File: src/rtl/stage_feed_pkg.sv
// Shared width helpers and default sizing for the stage feed FIFO.
package stage_feed_pkg;

   localparam int unsigned DEF_WIDTH = 32;
   localparam int unsigned DEF_DEPTH = 16;
   localparam int unsigned PTR_W     = $clog2(DEF_DEPTH);
   localparam int unsigned LVL_W     = PTR_W + 1;

   typedef logic [LVL_W-1:0] level_t;

   function automatic int unsigned ptr_w(input int unsigned depth);
      return $clog2(depth);
   endfunction

   // Level needs one extra bit so that a full FIFO (level == DEPTH) is representable.
   function automatic int unsigned lvl_w(input int unsigned depth);
      return $clog2(depth) + 1;
   endfunction

endpackage

File: src/rtl/stage_feed_mem.sv
// DEPTH x WIDTH storage array with one write port and one registered read port.
module stage_feed_mem
   import stage_feed_pkg::*;
#(
   parameter int unsigned WIDTH = DEF_WIDTH,
   parameter int unsigned DEPTH = DEF_DEPTH
) (
   input  logic                      clk,
   input  logic                      rst,
   input  logic                      wr_en_i,
   input  logic [ptr_w(DEPTH)-1:0]   wr_addr_i,
   input  logic [WIDTH-1:0]          wr_data_i,
   input  logic                      rd_en_i,
   input  logic [ptr_w(DEPTH)-1:0]   rd_addr_i,
   output logic [WIDTH-1:0]          rd_data_o
);

   logic [WIDTH-1:0] mem_q [DEPTH];
   logic [WIDTH-1:0] rd_data_q;

   // Array contents are deliberately left unreset; only the read register is cleared.
   always_ff @(posedge clk) begin
      if (wr_en_i) begin
         mem_q[wr_addr_i] <= wr_data_i;
      end
   end

   always_ff @(posedge clk or posedge rst) begin
      if (rst) begin
         rd_data_q <= '0;
      end else if (rd_en_i) begin
         rd_data_q <= mem_q[rd_addr_i];
      end
   end

   assign rd_data_o = rd_data_q;

endmodule

File: src/rtl/stage_feed_fifo.sv
// Valid/ready buffered feed into an enable-pulsed register stage; drains one word per cycle.
module stage_feed_fifo
   import stage_feed_pkg::*;
#(
   parameter int unsigned WIDTH = DEF_WIDTH,
   parameter int unsigned DEPTH = DEF_DEPTH
) (
   input  logic                     clk,
   input  logic                     rst,
   input  logic                     flush,
   input  logic                     in_valid,
   output logic                     in_ready,
   input  logic [WIDTH-1:0]         in_data,
   input  logic                     out_hold,
   output logic                     out_en,
   output logic [WIDTH-1:0]         out_d,
   output logic [$clog2(DEPTH):0]   level,
   output logic                     overflow
);

   localparam int unsigned PW = ptr_w(DEPTH);
   localparam int unsigned LW = lvl_w(DEPTH);

   logic [PW-1:0] wr_ptr_q, rd_ptr_q;
   logic [LW-1:0] level_q, level_d;
   logic          out_en_q;
   logic          overflow_q;
   logic          full, empty, push, pop;

   assign full     = (level_q == LW'(DEPTH));
   assign empty    = (level_q == '0);
   // No push-through when full: a same-cycle pop does not free a slot for this cycle's push.
   assign in_ready = !full && !flush;
   assign push     = in_valid && in_ready;
   assign pop      = !empty && !out_hold && !flush;

   always_comb begin
      level_d = level_q;
      case ({push, pop})
         2'b10:   level_d = level_q + LW'(1);
         2'b01:   level_d = level_q - LW'(1);
         default: level_d = level_q;
      endcase
   end

   always_ff @(posedge clk or posedge rst) begin
      if (rst) begin
         wr_ptr_q   <= '0;
         rd_ptr_q   <= '0;
         level_q    <= '0;
         out_en_q   <= 1'b0;
         overflow_q <= 1'b0;
      end else if (flush) begin
         wr_ptr_q   <= '0;
         rd_ptr_q   <= '0;
         level_q    <= '0;
         out_en_q   <= 1'b0;
         overflow_q <= overflow_q | in_valid;
      end else begin
         if (push) wr_ptr_q <= wr_ptr_q + PW'(1);
         if (pop)  rd_ptr_q <= rd_ptr_q + PW'(1);
         level_q  <= level_d;
         out_en_q <= pop;
      end
   end

   stage_feed_mem #(
      .WIDTH (WIDTH),
      .DEPTH (DEPTH)
   ) u_mem (
      .clk       (clk),
      .rst       (rst),
      .wr_en_i   (push),
      .wr_addr_i (wr_ptr_q),
      .wr_data_i (in_data),
      .rd_en_i   (pop),
      .rd_addr_i (rd_ptr_q),
      .rd_data_o (out_d)
   );

   assign out_en   = out_en_q;
   assign level    = level_q;
   assign overflow = overflow_q;

endmodule
File: config.mk
export PLATFORM = sky130hd
export DESIGN_NAME = stage_feed_fifo
export DESIGN_NICKNAME = d
export VERILOG_FILES = /design/src/rtl/stage_feed_pkg.sv /design/src/rtl/stage_feed_mem.sv /design/src/rtl/stage_feed_fifo.sv
export SDC_FILE = /design/constraint.sdc
export NUM_CORES = 1
export LEC_CHECK = 0
export CORE_ASPECT_RATIO = 1.2
export CORE_MARGIN = 5
export CORE_UTILIZATION = 63
export CTS_CLUSTER_SIZE = 28
export DETAILED_ROUTE_END_ITERATION = 8
export DONT_BUFFER_PORTS = 1
export PLACE_DENSITY = 0.84
export SETUP_SLACK_MARGIN = 0.4
export SYNTH_ARGS = -nofsm -noshare
export SYNTH_HDL_FRONTEND = slang
export SYNTH_SLANG_ARGS = --single-unit
File: constraint.sdc
create_clock -name clk -period 4 [get_ports clk]
set_input_delay 0.8 -clock clk [delete_from_list [all_inputs] [get_ports clk]]
set_output_delay 0.8 -clock clk [all_outputs]
set_load 0.01 [all_outputs]
Yosys cells after proc, flatten, opt, wreduce, memory -nomap -nowiden
Memories as Yosys holds them, arrays and structs flattened. A register that Yosys moved wholly into a read port is not among the register bits.
Index checks and enable logic that the tools add are counted.
Word-level totals
  bits in registers: 15
  bits in writable memories: 512
  input port bits: 37
  output and inout port bits: 40
  word-level logic and storage cells: 35
  memories: 1
Memory list
  u_mem.mem_q: depth 16, bits a word 32, rd ports 1, clocked after memory_dff 1, wr ports 1, line stage_feed_mem.sv:18  | logic [WIDTH-1:0] mem_q [DEPTH];
Operators by class
  add/subtract/negate cells: 4
  equality and inequality tests: 3
  mux-type cells: 9
  bitwise operators: 1
  reductions and logical operators: 12
Operator list (number)
  4-bit 2-to-1 mux: 4
  5-bit case mux with 2 select lines: 1
  4-bit by 1-bit adder with 4-bit output, second input constant: 2
  5-bit by 1-bit adder with 5-bit output, second input constant: 1
  5-bit == test, second input constant: 1
  5-bit logical NOT: 1
  5-bit 2-to-1 mux: 1
  5-bit by 1-bit subtractor with 5-bit output, second input constant: 1
  1-bit logical AND: 4
  1-bit logical NOT: 4
  2-bit nonzero test: 2
  1-bit 2-to-1 mux: 3
  3-bit nonzero test: 1
  2-bit by 1-bit == test with 1-bit output, second input constant: 1
  2-bit == test, second input constant: 1
  1-bit OR: 1

Logic depth before layout (Yosys ltp)
  word-level depth: 7
  depth in mapped cells: 12

Modules after synthesis
From an unflattened synthesis, not the netlist that was laid out.
Second synthesis, totals
  cells, all modules: 972
  area, all modules: 21659.5 um^2
By module, submodules not included
  stage_feed_mem: instances 1, cells an instance 877, area an instance 20724.9 um^2, seq. area each 16175.5 um^2
  stage_feed_fifo: instances 1, cells an instance 95, area an instance 934.6 um^2, seq. area each 375.4 um^2

Least setup slack after synthesis
Ideal clock, no wire load.
  path kind: input-to-reg
  start point: input port in_valid
  end point: memory u_mem.mem_q[4][0] in the netlist's numbering (enable)
  library setup time: 421 ps
  arrival time: 3272 ps
  data required time: 3579 ps
  slack: 307 ps
  stages on the path: 4
  path through: clkbuf_1 > o21ai_1 > or4b_2 > nor2_1
On the way
  longest elaborated chain between the ends: 3
Ends and longest elaborated chain
  start: declaration: line stage_feed_fifo.sv:11  | input logic in_valid,
  1-bit logical AND: line stage_feed_fifo.sv:34  | assign push = in_valid && in_ready;
  1-bit 2-to-1 mux: line stage_feed_mem.sv:23  | if (wr_en_i) begin
  1-bit 2-to-1 mux (implied by the code): line stage_feed_mem.sv:24  | mem_q[wr_addr_i] <= wr_data_i;
  end: declaration: line stage_feed_mem.sv:18
No other way between the ends.

Final worst setup path
  start point: register level_q[0], in the netlist level[0]
  end point: memory u_mem.mem_q[10][25] in the netlist's numbering (enable)
On the way
  longest elaborated chain between the ends: 6
Ends and longest elaborated chain
  start: declaration: line stage_feed_fifo.sv:25  | logic [LW-1:0] level_q, level_d;
  start signal: assignment: line stage_feed_fifo.sv:62  | level_q <= level_d;
  5-bit == test: line stage_feed_fifo.sv:30  | assign full = (level_q == LW'(DEPTH));
  1-bit logical NOT: line stage_feed_fifo.sv:33  | assign in_ready = !full && !flush;
  1-bit logical AND: line stage_feed_fifo.sv:33
  1-bit logical AND: line stage_feed_fifo.sv:34
  1-bit 2-to-1 mux: line stage_feed_mem.sv:23
  1-bit 2-to-1 mux (implied by the code): line stage_feed_mem.sv:24
No other way between the ends.

==> flow_summary.ini <==
[synth]
synthFlopType = edfxtp_1
ys_seq_area_frac = 0.775
synth.mux.area_fraction = 0.155
yosysTopAreaCellShare = 0.720
syn_area_per_cell_um2 = 21.8
yosys.area.top_type = edfxtp_1
postSynthCellCount = 980
synthArstFlopShare = 0.0841
synth_seq_cells = 559
synth_xor_area_frac = 0.00287
synth_edf_count = 512
synth_top_family_by_area = multiplexers
syn_area_um2 = 21300
yosys.cell_types.count = 43
synth.most_common_cell = edfxtp_1
synth-compound-area-share = 0.0334
ys_top_cells_by_area = edfxtp_1 (72%), mux4_2 (14%), dfrtp_1 (5.5%), o22ai_1 (1.9%), mux2_2 (1.7%)
synth_simple_gate_area_frac = 0.0132
yosysWarningCount = 0
netlist_top_cells_count = edfxtp_1 (512), mux4_2 (128), o22ai_1 (64), dfrtp_1 (47), a21oi_1 (37)
synth_adder_area_share = 0.00563
syn-num-nets = 1026

[setup_path]
r2r_slack_ps = 610
arrival_ps = 3580
r2r-end = u_mem.mem_q[10][25]
required_ps = 4190
reg2reg_from = level[0]
crit_path_start_kind = flop
reg2regPathDepth = 4
crit_fanout = 32
crit_type = reg -> reg
crit_path_end_kind = flop

[hold_path]
worstHoldPathType = in -> async

[placement]
gp_congestion = 0.763
post-dp-hpwl_mm = 25.1
portBuffers = 0

[floorplan]
die_w_um = 178
dieArea_um2 = 37700
die_h_um = 212
placementRows = 73
core-area_um2 = 33300
initial_core_util = 0.640
io_pins = 77

[layout]
seq_area_um2 = 16600
drive_gt1_frac = 0.273
final_nets = 1048
n_antenna_cell = 0
multi_input_area_um2 = 4560
area_delta_synth_final_pct = 10.6
fillerInstances = 1770

[sta]
post-route-period-util = 0.848
relSlewSlack = 0.249
setup_viol_count_final = 0
finClkSkew_ps = 10.7
tns_ps = 0
fmax_ghz = 0.295
drv_slew = 0
worst_pin_slew_ps = 1130
hold_viol = 0
rsz0062_at_grt = no
period_minus_slack_ps = 3390

[power]
seqPwrFrac = 0.538
switchingPower_mw = 3.16
p_int_mw = 9.80
total_power_mw = 13.0
clock_power_share = 0.370
max-vdd-ir-drop_mv = 0.393
combPwrFrac = 0.092
sw_frac_of_total = 0.244
powerDensity_nw_per_um2 = 549
leakage_nw = 7.33

[route]
vias_per_cell = 7.16
wirelength_mm = 49.2
wl_per_cell_um = 33.0
vias = 10700
drt_first_iter_violations = 1182
first_pass_iters = 7
ant_nets = 0
drc = 0

[cts]
cts_root_buffer = clkbuf_16
cts_hold_buffers = 0
postCtsSetupRepairBufs = 0
clkTransAtPathRegs_ps = 60
htree_levels = 2
cts_sinks = 559
cts_buffers = 50
insertion_delay_ps = 580
cts_tree = done
ctsResizeCount = 0
cts_buffer_depth = 3

[global_routing]
grt_max_degree = 66
antenna_found_initial = 0
grt-ovfl-total = 0
grt_busiest_layer = met2
met3_usage = 0.0509
use_met2 = 0.459
grt_usage = 0.270
grt_pass1_vias = 11200
grt_first_pass_wirelength_mm = 73.7
use_met1 = 0.354

[job]
drv_cap = 0

[outcome]
status = finished, final reports clean
[logic make-up (layout without fill, tap and decap cells)]
family / count (synthesis) / after routing
compound gates: 117 / 117
mux: 167 / 167
xor+xnor: 7 / 7
buf+inv: 69 / 131
simple gates: 52 / 52
flops: 559 / 559
fa+ha+maj: 9 / 9
[per-layer routing]
| layer | up-vias | wire length [um] |
|---|---|---|
| met4 | 0 | 1860 |
| met1 | 5660 | 16900 |
| li1 | 4138 | - |
| met3 | 140 | 4550 |
| met5 | - | 0 |
| met2 | 750 | 25900 |
[sequential cells by signal (all words and copies together), names as in the netlist]
| signal | flops |
|---|---|
| out_en | 1 |
| u_mem.mem_q | 512 |
| level | 5 |
| rd_ptr_q | 4 |
| wr_ptr_q | 4 |
| u_mem.rd_data_o | 32 |
| overflow | 1 |
[how the worst max path moves through the flow]
stage	endpoint	cells past startpoint	startpoint
after CTS	u_mem.mem_q[10][25]	4	level[0]
after global placement	u_mem.mem_q[6][3]	5	level[0]
after detailed placement	u_mem.mem_q[6][3]	5	level[0]
final	u_mem.mem_q[10][25]	4	level[0]
after global routing	u_mem.mem_q[10][25]	4	level[0]
after floorplan	u_mem.mem_q[4][0]	4	in_valid
[worst max-delay path: stages, from the launching register on]
cell	delay, ps
dfrtp_1	510
or4_1	430
o21ai_1	230
nor4b_1	830
and2_2	990
[stage by stage]
stage / hold slack (ps) / cells / setup slack (ps) / utilization / area, um2
after detailed placement: 529 / 1400 / 844 / 0.660 / 22000
after floorplan: 493 / 980 / 307 / - / 21300
after CTS: 164 / 1492 / 667 / 0.709 / 23600
after global routing: 194 / 1492 / 441 / 0.709 / 23600
after global placement: 518 / 1400 / 965 / 0.660 / 22000
final: 167 / 1492 / 608 / 0.709 / 23600
[cell usage in the layout (no fill, tap or decap), types with 12 or more instances in the layout]
cell | netlist | routed
nor2_1 | 20 | 16
a21oi_1 | 37 | 37
mux4_2 | 128 | 128
buf_4 | 8 | 19
inv_1 | 13 | 12
clkbuf_16 | 0 | 51
mux2_2 | 32 | 32
edfxtp_1 | 512 | 512
o22ai_1 | 64 | 64
dfrtp_1 | 47 | 44
clkbuf_1 | 29 | 17
and2_2 | 0 | 12
[area by class of cell]
type                       count  area share
multi-input combinational    352       0.193
tap                          450      0.0238
clock inverter                23      0.0109
clock buffer                  69      0.0573
inverter                      13     0.00207
timing repair buffer          26      0.0120
sequential                   559       0.701
[power groups by stage]
| stage | Clock (mW) | Sequential (mW) | Combinational [mW] |
|---|---|---|---|
| floorplan | 0 | 6.96 | 0.856 |
| global placement | 0 | 7.08 | 1.07 |
| detailed placement | 0 | 7.09 | 1.14 |
| CTS | 4.84 | 6.98 | 1.18 |
| global route | 5.09 | 7.00 | 1.27 |
| finish | 4.80 | 6.97 | 1.19 |
Power figures use the tool's default switching activity.
==> edit 1 (config.mk and constraints unchanged) <==
Set the package constant `DEF_DEPTH` to 8 (it was 16).
--- a/src/rtl/stage_feed_pkg.sv
+++ b/src/rtl/stage_feed_pkg.sv
@@ -4,3 +4,3 @@
    localparam int unsigned DEF_WIDTH = 32;
-   localparam int unsigned DEF_DEPTH = 16;
+   localparam int unsigned DEF_DEPTH = 8;
    localparam int unsigned PTR_W     = $clog2(DEF_DEPTH);
Ports: changed (resized level); port bits go from 77 to 76. No check against the original RTL was run, so the function may have changed too.
==> edit 1 against the unedited design <==
Die area down 44%. Cell count fell by 36%. Setup slack improved by 0.18 ns. Synthesized cell count shrank 28%. Sequential cell count is 259 lower. Power fell by 39%. Wire length shrank 53%. Synthesized area fell by 46%. Design area is 46% lower.
==> edit 1: results (changes against the unedited design) <==
\begin{tabular}{lr}
\hline
Metric & Value \\
\hline
\multicolumn{2}{l}{\textbf{Yosys}} \\
Cell types with the largest area share after synthesis & sky130\_fd\_sc\_hd\_\_edfxtp\_1 66\%, sky130\_fd\_sc\_hd\_\_mux2i\_1 11\%, sky130\_fd\_sc\_hd\_\_dfrtp\_1 9.5\% \\
Post-synthesis mux area share & 11.11\% (-4.4 points) \\
Area share of xor/xnor cells in the synthesized design & 0.3014\% (+0.014 points) \\
Sequential-to-total area share from yosys stat & 75.61\% (-1.9 points) \\
Number of enable flip-flop cells after synthesis & 256 (-50\%) \\
Count of different cell masters after synthesis & 35 (-19\%) \\
\multicolumn{2}{l}{\textbf{Timing}} \\
Actual transition at the worst max-transition pin & 1.215 ns (+0.08908 ns) \\
Post-route clock skew & 0.01237 ns (+0.001704 ns) \\
Highest attainable clock frequency & 311.1 MHz (+5.5\%) \\
\multicolumn{2}{l}{\textbf{Route}} \\
Total length of routed wires & 23.25 mm (-53\%) \\
Routed len/inst & 24.25 um (-26\%) \\
First drt pass iteration count & 5 (-2) \\
Detailed-routed wire length on met2 & 12.26 mm (-53\%) \\
Routed met1 length & 8.951 mm (-47\%) \\
\multicolumn{2}{l}{\textbf{Pwr}} \\
Clock net power & 2.43 mW (-49\%) \\
Final total power & 7.863 mW (-39\%) \\
\multicolumn{2}{l}{\textbf{Placed design}} \\
Instance area at placement & 11960 sq um (-46\%) \\
Count of placed standard cells including taps & 909 (-35\%) \\
\multicolumn{2}{l}{\textbf{Global routing}} \\
First-pass GRT wire length & 36.59 mm (-50\%) \\
Met3 usage & 4.019\% (-1.1 points) \\
Total routing resource utilization after global routing & 21.93\% (-5.1 points) \\
Global-route met2 utilization & 38.39\% (-7.5 points) \\
\multicolumn{2}{l}{\textbf{Worst setup path}} \\
CP peak stage delay & 0.76 ns (-0.23 ns) \\
Worst r2r dst & level[3]\$\_DFFE\_PP0P\_ \\
Master of the slowest instance on the critical path & sky130\_fd\_sc\_hd\_\_nor4b\_1 \\
Highest net fanout along the worst path & 9 (-72\%) \\
\multicolumn{2}{l}{\textbf{Status}} \\
Status & completed \\
\multicolumn{2}{l}{\textbf{CTS}} \\
H-tree levels & 1 (-1) \\
\multicolumn{2}{l}{\textbf{Final layout}} \\
Layout cells sized above 1 & 10.07\% (-17 points) \\
Count of filler cells inserted in the layout & 1060 (-40\%) \\
\hline
\end{tabular}
-- edit 1: cell types whose count changed after synthesis, sizes merged, moves of 11 or more --
cell    delta
nand3     +35
and2      -11
mux2      -35
edfxtp   -256
a22oi     +64
mux2i    +125
a21oi     -32
clkbuf    -11
o22ai     -65
mux4     -128
nand2     +67
-- edit 1: cell families (layout without fill, tap and decap cells) --
kind of cell / after synthesis / count (layout)
adders and majority gates: 5 / 5
and+or+nand+nor: 144 / 144
AOI/OAI and AO/OA: 80 / 80
buffers and inverters: 41 / 73
DFF: 300 / 300
muxes: 129 / 129
xor gates and xnor gates: 4 / 4
-- edit 1: cell type report --
cell class	instances	area, sq um	area share, %
flip-flops and latches	300	8792	68.64
multi-input cells	362	2729	21.31
clock buffers	46	819.5	6.398
well taps	224	280.3	2.188
repair buffers	20	150.1	1.172
clock inverters	4	26.28	0.2051
inverters	3	11.26	0.08792
==> edit 2 (same settings) <==
Made on the original files. Put one more register stage on the output `overflow`, with the module's reset. The value now appears one clock later. The other outputs are not delayed to match.
--- a/src/rtl/stage_feed_fifo.sv
+++ b/src/rtl/stage_feed_fifo.sv
@@ -82,3 +82,9 @@
    assign level    = level_q;
-   assign overflow = overflow_q;
+   always_ff @(posedge clk or posedge rst) begin
+      if (rst) begin
+         overflow <= '0;
+      end else begin
+         overflow <= overflow_q;
+      end
+   end
 
Function: changed (a bounded check fails within 4 cycles, from zero or initial values and one cycle with rst high).
==> edit 2 against the unedited design <==
Clock skew increased by 0.0057 ns. Hold slack improved by 0.11 ns. Highest routed layer unchanged. Sequential cell count increased by 1. Synthesized area increased by 0.12%. Design area about the same. Critical path depth increased by 1. Cell count increased by 0.40%. Wire length decreased by 5.2%. Setup slack improved by 0.17 ns. Power decreased by 0.42%.
==> edit 2: results (changes against the unedited design) <==
\begin{tabular}{lr}
\hline
Metric & Value \\
\hline
\multicolumn{2}{l}{\textbf{Status}} \\
Status & completed \\
\multicolumn{2}{l}{\textbf{Final layout}} \\
Layout cells sized above 1 & 26.58\% (-0.67 points) \\
Number of standard cells in the layout, taps in and fillers out & 1498 (+0.40\%) \\
\multicolumn{2}{l}{\textbf{Timing}} \\
Post-route clock skew & 0.01638 ns (+0.005714 ns) \\
Worst Slack Setup Final & 0.7813 ns (+0.1735 ns) \\
Actual transition at the worst max-transition pin & 1.100 ns (-0.02587 ns) \\
Worst hold slack after final layout & 0.2760 ns (+0.1085 ns) \\
\multicolumn{2}{l}{\textbf{Global routing}} \\
Via count of the first global-routing pass & 10730 (-4.2\%) \\
First-pass GRT wire length & 69.72 mm (-5.5\%) \\
\multicolumn{2}{l}{\textbf{Worst setup path}} \\
Capture point of the critical path & u\_mem.mem\_q[11][19]\$\_DFFE\_PP\_ \\
CP peak stage delay & 0.76 ns (-0.23 ns) \\
Arrival time worst endpoint & 3.47 ns (-0.11 ns) \\
R2r worst-path depth & 5 (+1) \\
Highest net fanout along the worst path & 19 (-41\%) \\
\multicolumn{2}{l}{\textbf{Yosys}} \\
Avg Inst Size Synth & 21.79 sq um (about the same) \\
Sequential-to-total area share from yosys stat & 77.55\% (about the same) \\
Cell types with the largest area share after synthesis & sky130\_fd\_sc\_hd\_\_edfxtp\_1 72\%, sky130\_fd\_sc\_hd\_\_mux4\_2 13\%, sky130\_fd\_sc\_hd\_\_dfrtp\_1 5.6\% \\
Post-synthesis mux area share & 15.52\% (-0.018 points) \\
Compound-cell area share of the yosys netlist & 3.337\% (-0.0039 points) \\
Async SR Flop Fraction & 8.571\% (+0.16 points) \\
Most used standard cells in the synthesized netlist & 512 x sky130\_fd\_sc\_hd\_\_edfxtp\_1, 128 x sky130\_fd\_sc\_hd\_\_mux4\_2, 64 x sky130\_fd\_sc\_hd\_\_o22ai\_1 \\
Synthesized netlist net count & 1027 (+0.097\%) \\
Area share of xor/xnor cells in the synthesized design & 0.2868\% (-0.00034 points) \\
\multicolumn{2}{l}{\textbf{Placed design}} \\
Instance area at placement & 22010 sq um (about the same) \\
Weighted congestion reported at the end of routability-driven placement & 0.7496 (-1.8\%) \\
Worst setup timing slack at the placement stage & 0.9358 ns (+0.09214 ns) \\
Total half-perimeter wirelength after legalization and detailed placement & 23.97 mm (-4.5\%) \\
Count of placed standard cells including taps & 1403 (+0.21\%) \\
\multicolumn{2}{l}{\textbf{Route}} \\
Per-cell via count in the routed design & 6.804 (-5.0\%) \\
Total length of routed wires & 46.65 mm (-5.2\%) \\
Starting DRC count in detailed routing & 1097 (-7.2\%) \\
First drt pass iteration count & 5 (-2) \\
\multicolumn{2}{l}{\textbf{CTS}} \\
Clock latency of the later-clocked register in the worst-skew pair & 0.58 ns (about the same) \\
Number of buffers created by CTS & 51 (+2.0\%) \\
\multicolumn{2}{l}{\textbf{Pwr}} \\
Leakage & 7.308 nW (-0.28\%) \\
\multicolumn{2}{l}{\textbf{Hold path}} \\
Worst hold path type & input pin to flop \\
\hline
\end{tabular}
[edit 2: cell count changes in the layout (fill, tap and decap cells not counted), moves of 2 or more]
| cell | before | now |
|---|---|---|
| sky130_fd_sc_hd__bufinv_16 | 5 | 3 |
| sky130_fd_sc_hd__buf_4 | 19 | 15 |
| sky130_fd_sc_hd__clkinvlp_4 | 2 | 4 |
| sky130_fd_sc_hd__clkinv_4 | 3 | 0 |
| sky130_fd_sc_hd__clkinv_2 | 9 | 5 |
| sky130_fd_sc_hd__clkbuf_1 | 17 | 21 |
| sky130_fd_sc_hd__clkbuf_16 | 51 | 53 |
| sky130_fd_sc_hd__clkbuf_8 | 1 | 3 |
| sky130_fd_sc_hd__clkinv_1 | 3 | 5 |
[edit 2: power by group]
part | switching (mW) | internal (mW)
Combinational | 0.727 | 0.461
Clock | 2.06 | 2.70
Sequential | 0.315 | 6.64
[edit 2: cell type report]
class	instances	area (sq um)	area share, %
Clock buffer	77	1446	6.119
Clock inverter	18	175.2	0.7411
Inverter	13	48.80	0.2064
Multi-Input combinational cell	352	4558	19.28
Sequential cell	560	16580	70.17
Tap cell	456	570.5	2.414
Timing Repair Buffer	22	252.7	1.069
[edit 2: worst reg2reg max path, stage by stage (launching register included)]
cell                      delay [ns]
sky130_fd_sc_hd__dfrtp_1        0.50
sky130_fd_sc_hd__or4_1          0.41
sky130_fd_sc_hd__o21ai_1        0.22
sky130_fd_sc_hd__nor4b_1        0.60
sky130_fd_sc_hd__and2_2         0.76
sky130_fd_sc_hd__buf_4          0.41
[edit 2: metal layers]
layer,global-route usage [%],up-vias,routed length [um]
met4,7.631,0,1152
met3,5.305,82,3971
met1,34.47,5394,17050
met5,0,-,0
li1,-,4138,-
met2,42.99,579,24470
